===== src/rtl/line_scheduler.sv =====
// line_scheduler
//   Chooses which function line the transformer renders (manual switches or an
//   automatic scan over 0..LINE_MAX), issues one start pulse per render, waits
//   for completion (with timeout), then dwells for DWELL_TICKS prescaler ticks
//   before the next render.
//
// Optional feature macro: LINE_SCHEDULER_BEACON_EN
//   defined     : a high `beacon` sampled in IDLE forces line BEACON_LINE
//                 (unclamped, highest priority, scan counter not advanced).
//   not defined : `beacon` is ignored and no beacon logic is built.
//
// Ports
//   clk, rst_n  : clock, asynchronous active-low reset
//   ena         : scheduler runs when high (ignored while waiting on a render)
//   line_sel    : manual line index (clamped to LINE_MAX)
//   auto        : 1 = automatic scan, 0 = manual
//   rate        : prescaler period 0->2, 1->16, 2->256, 3->65536 cycles/tick
//   beacon      : beacon request (only with LINE_SCHEDULER_BEACON_EN)
//   xf_done     : one-cycle completion pulse from the transformer
//   xf_start    : one-cycle render request (high while in START)
//   line        : {2'b0, idx} to the transformer line input
//   frame       : one-cycle pulse when the auto scan wraps LINE_MAX -> 0
//   err         : sticky render-timeout flag, cleared only by reset
//   state_dbg   : current FSM state (0 IDLE, 1 START, 2 WAIT, 3 DWELL)
//
// Handshake: the transformer sees exactly one xf_start cycle per render and
// answers with one xf_done cycle; xf_done is only honoured in WAIT.
module line_scheduler #(
    parameter int LINE_MAX    = 50,
    parameter int DWELL_TICKS = 4,
    parameter int TIMEOUT     = 4096,
    parameter int BEACON_LINE = 63
) (
    input  logic       clk,
    input  logic       rst_n,
    input  logic       ena,
    input  logic [5:0] line_sel,
    input  logic       auto,
    input  logic [1:0] rate,
    input  logic       beacon,
    input  logic       xf_done,
    output logic       xf_start,
    output logic [7:0] line,
    output logic       frame,
    output logic       err,
    output logic [1:0] state_dbg
);

    localparam logic [1:0] S_IDLE  = 2'd0;
    localparam logic [1:0] S_START = 2'd1;
    localparam logic [1:0] S_WAIT  = 2'd2;
    localparam logic [1:0] S_DWELL = 2'd3;

    localparam logic [5:0]  LINE_MAX_L   = 6'(LINE_MAX);
    localparam logic [5:0]  BEACON_L     = 6'(BEACON_LINE);
    localparam logic [7:0]  DWELL_LAST   = 8'(DWELL_TICKS - 1);
    localparam logic [15:0] TIMEOUT_L    = 16'(TIMEOUT);

    logic [1:0]  state;
    logic [5:0]  scan;
    logic [7:0]  line_r;
    logic [15:0] pre_cnt;
    logic [15:0] pre_max;
    logic [1:0]  rate_q;
    logic [7:0]  dwell_cnt;
    logic [15:0] to_cnt;
    logic [15:0] to_next;
    logic        dwell_first;
    logic        last_auto;
    logic        frame_r;
    logic        err_r;
    logic        rate_chg;
    logic        pre_clr;
    logic        tick;
    logic        use_beacon;
    logic [5:0]  sel_idx;
    logic        sel_auto;

    // ---------------- prescaler ----------------
    always_comb begin
        pre_max = 16'hFFFF;
        case (rate)
            2'd0:    pre_max = 16'd1;
            2'd1:    pre_max = 16'd15;
            2'd2:    pre_max = 16'd255;
            default: pre_max = 16'hFFFF;
        endcase
    end

    // A rate change and the first DWELL cycle both restart the count; neither
    // may produce a tick, so the dwell always spans whole tick periods.
    assign rate_chg = (rate != rate_q);
    assign pre_clr  = rate_chg || ((state == S_DWELL) && dwell_first);
    assign tick     = !pre_clr && (pre_cnt == pre_max);

    always_ff @(posedge clk or negedge rst_n) begin
        if (!rst_n) begin
            pre_cnt <= 16'd0;
            rate_q  <= 2'd0;
        end else begin
            rate_q <= rate;
            if (pre_clr || tick) pre_cnt <= 16'd0;
            else                 pre_cnt <= pre_cnt + 16'd1;
        end
    end

    // ---------------- line selection ----------------
`ifdef LINE_SCHEDULER_BEACON_EN
    assign use_beacon = beacon;
`else
    logic unused_beacon;
    assign unused_beacon = beacon;
    assign use_beacon    = 1'b0;
`endif

    always_comb begin
        sel_idx = line_sel;
        if (use_beacon)                sel_idx = BEACON_L;
        else if (auto)                 sel_idx = scan;
        else if (line_sel > LINE_MAX_L) sel_idx = LINE_MAX_L;
        sel_auto = auto && !use_beacon;
    end

    assign to_next = to_cnt + 16'd1;

    // ---------------- sequencer FSM ----------------
    always_ff @(posedge clk or negedge rst_n) begin
        if (!rst_n) begin
            state       <= S_IDLE;
            line_r      <= 8'd0;
            scan        <= 6'd0;
            dwell_cnt   <= 8'd0;
            to_cnt      <= 16'd0;
            dwell_first <= 1'b0;
            last_auto   <= 1'b0;
            frame_r     <= 1'b0;
            err_r       <= 1'b0;
        end else begin
            frame_r <= 1'b0;
            case (state)
                S_IDLE: begin
                    if (ena) begin
                        line_r    <= {2'b00, sel_idx};
                        last_auto <= sel_auto;
                        state     <= S_START;
                    end
                end
                S_START: begin
                    to_cnt <= 16'd0;
                    state  <= S_WAIT;
                end
                S_WAIT: begin
                    if (xf_done) begin
                        dwell_cnt   <= 8'd0;
                        dwell_first <= 1'b1;
                        state       <= S_DWELL;
                    end else if (to_next == TIMEOUT_L) begin
                        err_r       <= 1'b1;
                        dwell_cnt   <= 8'd0;
                        dwell_first <= 1'b1;
                        state       <= S_DWELL;
                    end else begin
                        to_cnt <= to_next;
                    end
                end
                default: begin // S_DWELL
                    dwell_first <= 1'b0;
                    if (!ena) begin
                        // Abandon the dwell; the scan position is kept so the
                        // same auto line is rendered again on restart.
                        state <= S_IDLE;
                    end else if (tick) begin
                        if (dwell_cnt == DWELL_LAST) begin
                            state <= S_IDLE;
                            if (last_auto) begin
                                if (scan >= LINE_MAX_L) begin
                                    scan    <= 6'd0;
                                    frame_r <= 1'b1;
                                end else begin
                                    scan <= scan + 6'd1;
                                end
                            end
                        end else begin
                            dwell_cnt <= dwell_cnt + 8'd1;
                        end
                    end
                end
            endcase
        end
    end

    assign xf_start  = (state == S_START);
    assign line      = line_r;
    assign frame     = frame_r;
    assign err       = err_r;
    assign state_dbg = state;

endmodule


===== config.mk =====
export PLATFORM = sky130hd
export DESIGN_NAME = line_scheduler
export DESIGN_NICKNAME = d
export VERILOG_FILES = /design/src/rtl/line_scheduler.sv
export SDC_FILE = /design/constraint.sdc
export NUM_CORES = 1
export LEC_CHECK = 0
export BUFFER_PORTS_ARGS = -buffer_cell sky130_fd_sc_hd__buf_2
export CORE_MARGIN = 5
export CORE_UTILIZATION = 60
export DETAILED_ROUTE_END_ITERATION = 6
export PLACE_DENSITY = 0.8
export REMOVE_ABC_BUFFERS = 1
export SYNTH_ARGS = -nofsm -noshare
export SYNTH_HDL_FRONTEND = slang
export SYNTH_SLANG_ARGS = --single-unit

===== constraint.sdc =====
create_clock -name clk -period 3.2 [get_ports clk]
set_input_delay 0.96 -clock clk [delete_from_list [all_inputs] [get_ports clk]]
set_output_delay 0.96 -clock clk [all_outputs]
set_load 0.01 [all_outputs]

Yosys cells after proc, flatten, opt, wreduce, memory -nomap -nowiden

Cells that the tools add are included.

Add/subtract/negate cells: 4
Multiply operators: 0
Div/mod/pow operators: 0
Order comparisons: 2
Eq/ne operators: 16
Shift operators: 0
Mux-type cells: 30
Bitwise operators: 3
Reduce and logical (&&, ||, !) cells: 19

Operators with widths:

| cell                                                                     | count |
|---|---|
| 16-bit 2-to-1 mux                                                        | 3 |
| 16-bit case mux with 3 select lines                                      | 1 |
| 8-bit 2-to-1 mux                                                         | 5 |
| 16-bit by 1-bit adder with 16-bit output (second input constant)         | 2 |
| 16-bit case mux with 2 select lines                                      | 1 |
| 6-bit 2-to-1 mux                                                         | 3 |
| 16-bit by 13-bit == test with 1-bit output (second input constant)       | 1 |
| 16-bit == test                                                           | 1 |
| 8-bit case mux with 2 select lines                                       | 1 |
| 2-bit 2-to-1 mux                                                         | 6 |
| 5-bit by 1-bit inequality test with 1-bit output (second input constant) | 2 |
| 5-bit AND reduction                                                      | 2 |
| 8-bit by 1-bit adder with 8-bit output (second input constant)           | 1 |
| 8-bit by 2-bit == test with 1-bit output (second input constant)         | 1 |
| 1-bit 2-to-1 mux                                                         | 8 |
| 6-bit by 1-bit adder with 6-bit output (second input constant)           | 1 |
| 2-bit == test (second input constant)                                    | 3 |
| 6-bit >= comparator (second input constant)                              | 1 |
| 6-bit greater-than comparator (second input constant)                    | 1 |
| 2-bit inequality test (second input constant)                            | 3 |
| 2-bit case mux with 3 select lines                                       | 1 |
| 3-bit AND reduction                                                      | 2 |
| 2-bit nonzero test                                                       | 3 |
| 2-bit by 1-bit == test with 1-bit output (second input constant)         | 2 |
| 13 further kinds                                                         | 19 |

Flip-flop bits (word level): 60
Bits in latches: 0
Bits in writable memories: 0
ROM bits: 0
Input bits: 14
Output and inout bits: 13
Logic and storage cells: 85
Memories kept: 0

Logic depth before layout (Yosys ltp)

Depth after elaboration: 8
Depth in mapped cells: 10
Depth with buffers taken out: 8

Least setup slack after synthesis

OpenSTA, ideal clock, no wires.

Path kind: in2reg
From: input port rate[0]
To: register dwell_cnt[5]
Library setup time: 0.126 ns
Arrival time: 2.906 ns
Data required time: 3.074 ns
Setup slack: 0.168 ns
Stages: 8
Path buffers: 1
Cell sequence: or4_1 o22ai_1 o2111ai_1 nor3_1 o21ai_1 or2_1 buf_6 a221o_1

Cells in the longest elaborated chain, start to end: 6
Elaborated cells between the ends (all ways): 11
Classes of those cells: 4 x eq/ne; 1 x mux; 6 x reduce/logical

RTL lines:

| element                                                                 | line   | source |
|---|---|---|
| start, declared                                                         | 39     | `input logic [1:0] rate,` |
| 2-bit == test (tied with other cells)                                   | 82     | `case (rate)` |
| 16-bit case mux with 3 select lines or 1-bit logical OR (tied branches) | 82, 93 |  |
| 16-bit == test or 1-bit zero test (tied branches)                       | 94     | `assign tick = !pre_clr && (pre_cnt == pre_max);` |
| 1-bit logical AND (*)                                                   | 94     |  |
| 2-bit nonzero test (no source line) (*)                                 | --     |  |
| 5-bit AND reduction (no source line) (*)                                | --     |  |
| end signal, assigned                                                    | 184    | `dwell_cnt <= dwell_cnt + 8'd1;` |
| end, declared                                                           | 65     | `logic [7:0] dwell_cnt;` |

Every way passes the cells marked *; elsewhere a longest branch is shown, timed or not.
A chain may end at the register's enable or synchronous reset.

Worst setup path after layout

From: register to_cnt[0]
To: register dwell_cnt[7]

Cells in the longest elaborated chain, start to end: 4

RTL lines:

| element                                    | line | source |
|---|---|---|
| start, declared                            | 66   | `logic [15:0] to_cnt;` |
| start signal, assigned                     | 163  | `to_cnt <= to_next;` |
| 16-bit by 1-bit adder with 16-bit output   | 124  | `assign to_next = to_cnt + 16'd1;` |
| 16-bit by 13-bit == test with 1-bit output | 157  | `end else if (to_next == TIMEOUT_L) begin` |
| 3-bit inequality test (no source line)     | --   |  |
| 5-bit AND reduction (no source line)       | --   |  |

No other way between the ends.

==> results by group <==
Status
  • Outcome: finished clean

Pwr
  • Net Switching: 820 uW
  • Switching part of the total power: 34.9%
  • Internal: roughly 1500 uW
  • Clk pwr share: between 20% and 30%
  • Leak pwr: 0.00174 uW
  • Pwr Density: between 600 and 700 nW/um^2
  • Sequential share of power: 41.7%
  • IR drop worst, VDD: 0.537 mV
  • Gate power share: 31.5%

Route
  • Final WL: 6.92 mm
  • Pre-antenna DRT Iters: 4
  • Initial drt markers: 161
  • DR WL/cell: between 10 and 15 um
  • Drt drc: 0
  • Via density: just under 6
  • Post-route ant nets: 0
  • Via count: approximately 2.8k

Die
  • Core footprint: 5570 sq um
  • FP Rows: 27
  • Die Height: 86.2 um
  • Die ar.: 7420 sq um
  • Die Width: 86.2 um
  • I/O Pins: 27
  • Initial core utilization: 62.4%

Global route
  • GRT Total Usage: 20.1%
  • Largest net degree at the start of global routing: 24
  • Initial antenna violation count: 0
  • Grt ovf: 0
  • Vias in the first global route: 2,664
  • Global-route wire length before repair: roughly 12 mm

Critical path
  • Worst setup SP type: flip-flop
  • Worst Setup End Kind: flip-flop
  • Worst-path maximum fanout: 8
  • Reg2reg path depth: 8
  • CP Data Required Time: 3.42 ns
  • Crit path arrival time: between 3 and 4 ns
  • CP Class: flip-flop to flip-flop

Yosys
  • Yosys Warn Count: 0
  • Fraction of registers with async set/reset: 100%
  • Seq cells post-synth: 60
  • Yosys cell types: 58
  • Number of enable flip-flop cells after synthesis: 0
  • Syn Std Cell Area: 3480 sq um
  • Most used DFF post-synth: dfrtp_1
  • Average size of a mapped cell: 9.23 sq um
  • Post-Syn Instances: 377
  • Register area share after synthesis: between 40% and 50%

Placement
  • Placed inst area: 3660 sq um
  • GPL Wtd Cong: about 0.83
  • HPWL after detailed placement: 4.99 mm
  • # port buffers: 23

STA
  • Slew margin rel.: 59.3%
  • Final setup violation count: 0
  • Worst Max-Slew Pin Slew: 0.610 ns
  • Final hold slack: 0.472 ns
  • Unrepaired setup endpoints after global routing: no
  • Worst Skew: 0.0102 ns
  • Count of final hold-check violations: 0
  • Post-route minimum period: 2.99 ns
  • Pins Over Slew Limit: 0
  • Final Cycle Share: around 93%
  • Max Freq: approximately 330 MHz

Clock network
  • CTS Root Cell: clkbuf_8
  • H-tree depth: 3
  • Post-CTS Setup Inserts: 0
  • Worst-Skew Late Latency: around 0.34 ns
  • TritonCTS Buffers: 9
  • CTS tree: built
  • Clk buf depth: 2
  • Clk sinks: 60
  • Clk pin slew, worst setup/hold paths: 0.07 ns

Finish
  • Area growth syn-to-layout: 10.5%
  • Design Area, Final: 3840 sq um
  • Final #Nets: 425
  • Share of layout cells above drive strength 1: 14.0%
  • ANT cells: 0
  • Fill cells: around 470
  • Layout Utilization: 69.0%

Flow run
  • Max-Cap Viols: 0

Min path
  • Hold path cells: 1
  • HP Class: flip-flop to flip-flop
## cells in the final DEF, fill, tap and decap left out, drive strengths merged, types with 12 or more instances in the layout
master | netlist | layout
and3 | 15 | 15
nor2 | 39 | 39
clkbuf | 11 | 15
inv | 13 | 13
dfrtp | 60 | 60
nand3 | 23 | 23
buf | 11 | 34
o21ai | 17 | 17
nand2 | 34 | 34
nor3 | 12 | 12
## cells in the mapped netlist, types with 8 or more instances
| library cell | count | area [sq um] |
|---|---|---|
| a221o_1 | 8 | 80.1 |
| dfrtp_1 | 60 | 1500 |
| nor3b_1 | 9 | 67.6 |
| clkbuf_1 | 11 | 41.3 |
| inv_1 | 13 | 48.8 |
| xor2_1 | 9 | 78.8 |
| o21ai_0 | 16 | 80.1 |
| nand3_1 | 23 | 115 |
| nor3_1 | 12 | 60.1 |
| a211o_1 | 9 | 78.8 |
| nor2_1 | 39 | 146 |
| nand2_1 | 34 | 128 |
| nand4_1 | 9 | 56.3 |
| ha_1 | 10 | 125 |
| nor4_1 | 9 | 56.3 |
| and3_1 | 15 | 93.8 |
## cell type report
class / count / area (sq um) / share of cell area (%)
repair buffers: 34 / 198 / 5.14
flip-flops and latches: 60 / 1500 / 39.0
inverters: 13 / 48.8 / 1.27
well taps: 72 / 90.1 / 2.34
clock buffers: 15 / 176 / 4.59
clock inverters: 1 / 5.00 / 0.130
multi-input cells: 283 / 1830 / 47.5
## critical path, stage by stage, from the launching register on
cell and delay (ns):
dfrtp_1 0.43, ha_1 0.29, nand4_2 0.15, or3_1 0.52
mux2i_1 0.20, a21oi_1 0.10, o31a_1 0.43, or2_1 0.37
a221o_1 0.37
## state kept, by name, summed over array words and instances, names as in the netlist, 2 cells and up
signal / flops
line: 6
state_dbg: 2
dwell_cnt: 8
pre_cnt: 16
scan: 6
to_cnt: 16
rate_q: 2
## kinds of logic (layout without fill, tap and decap cells)
logic type | count (synthesis) | count (layout) | synth area share, %
AND/OR/NAND/NOR | 180 | 180 | 27.2
other | 1 | 2 | 0.108
AO/OA/AOI/OAI | 68 | 68 | 15.0
multiplexers | 7 | 7 | 2.12
XOR/XNOR | 16 | 16 | 4.03
flip-flops | 60 | 60 | 43.1
adder cells (fa/ha/maj) | 10 | 10 | 3.59
buffers and inverters | 35 | 63 | 4.74
## timing repair
item | CTS | global route
endpoints found under the setup margin | 0 | 2
hold buffers | 0 | 0
gates resized for setup | 0 | 1
## routing by layer
| layer | wire length [um] | track usage (%) | part of all wire [%] |
|---|---|---|---|
| met5 | 0 | 0 | 0 |
| met4 | 159 | 10.1 | 2.3 |
| met3 | 245 | 4.80 | 3.5 |
| met2 | 3230 | 31.7 | 47 |
| met1 | 3290 | 25.9 | 48 |
## power groups by stage
stage	Clock [uW]	Combinational, uW	Sequential, uW
after floorplan	0	487	993
after global placement	0	715	988
after detailed placement	0	739	993
after CTS	642	737	980
after global routing	686	833	1000
final	628	742	981
## metrics by stage
| stage | std cells | total power [uW] | setup slack [ns] | setup TNS (ns) |
|---|---|---|---|---|
| 2_1_floorplan | 356 | 1480 | 0.201 | 0 |
| 6_report | 478 | 2350 | 0.213 | 0 |
| 3_5_place_dp | 462 | 1730 | -0.0785 | -0.0785 |
| 3_3_place_gp | 462 | 1700 | 0.0286 | 0 |
| 5_1_grt | 478 | 2520 | 0.0534 | 0 |
| 4_1_cts | 478 | 2360 | 0.174 | 0 |
## worst paths after layout
| path | startpoint | to | slack, ns |
|---|---|---|---|
| max in group asynchronous | rst_n | state_dbg[0] | 1.95 |
| min in group asynchronous | rst_n | to_cnt[2] | 0.59 |
| max reg2reg | to_cnt[0] | dwell_cnt[7] | 0.21 |
| min reg2reg | err | err | 0.47 |
| min | err | err | 0.47 |
| max | to_cnt[0] | dwell_cnt[7] | 0.21 |
Power figures use the tool's default switching activity.
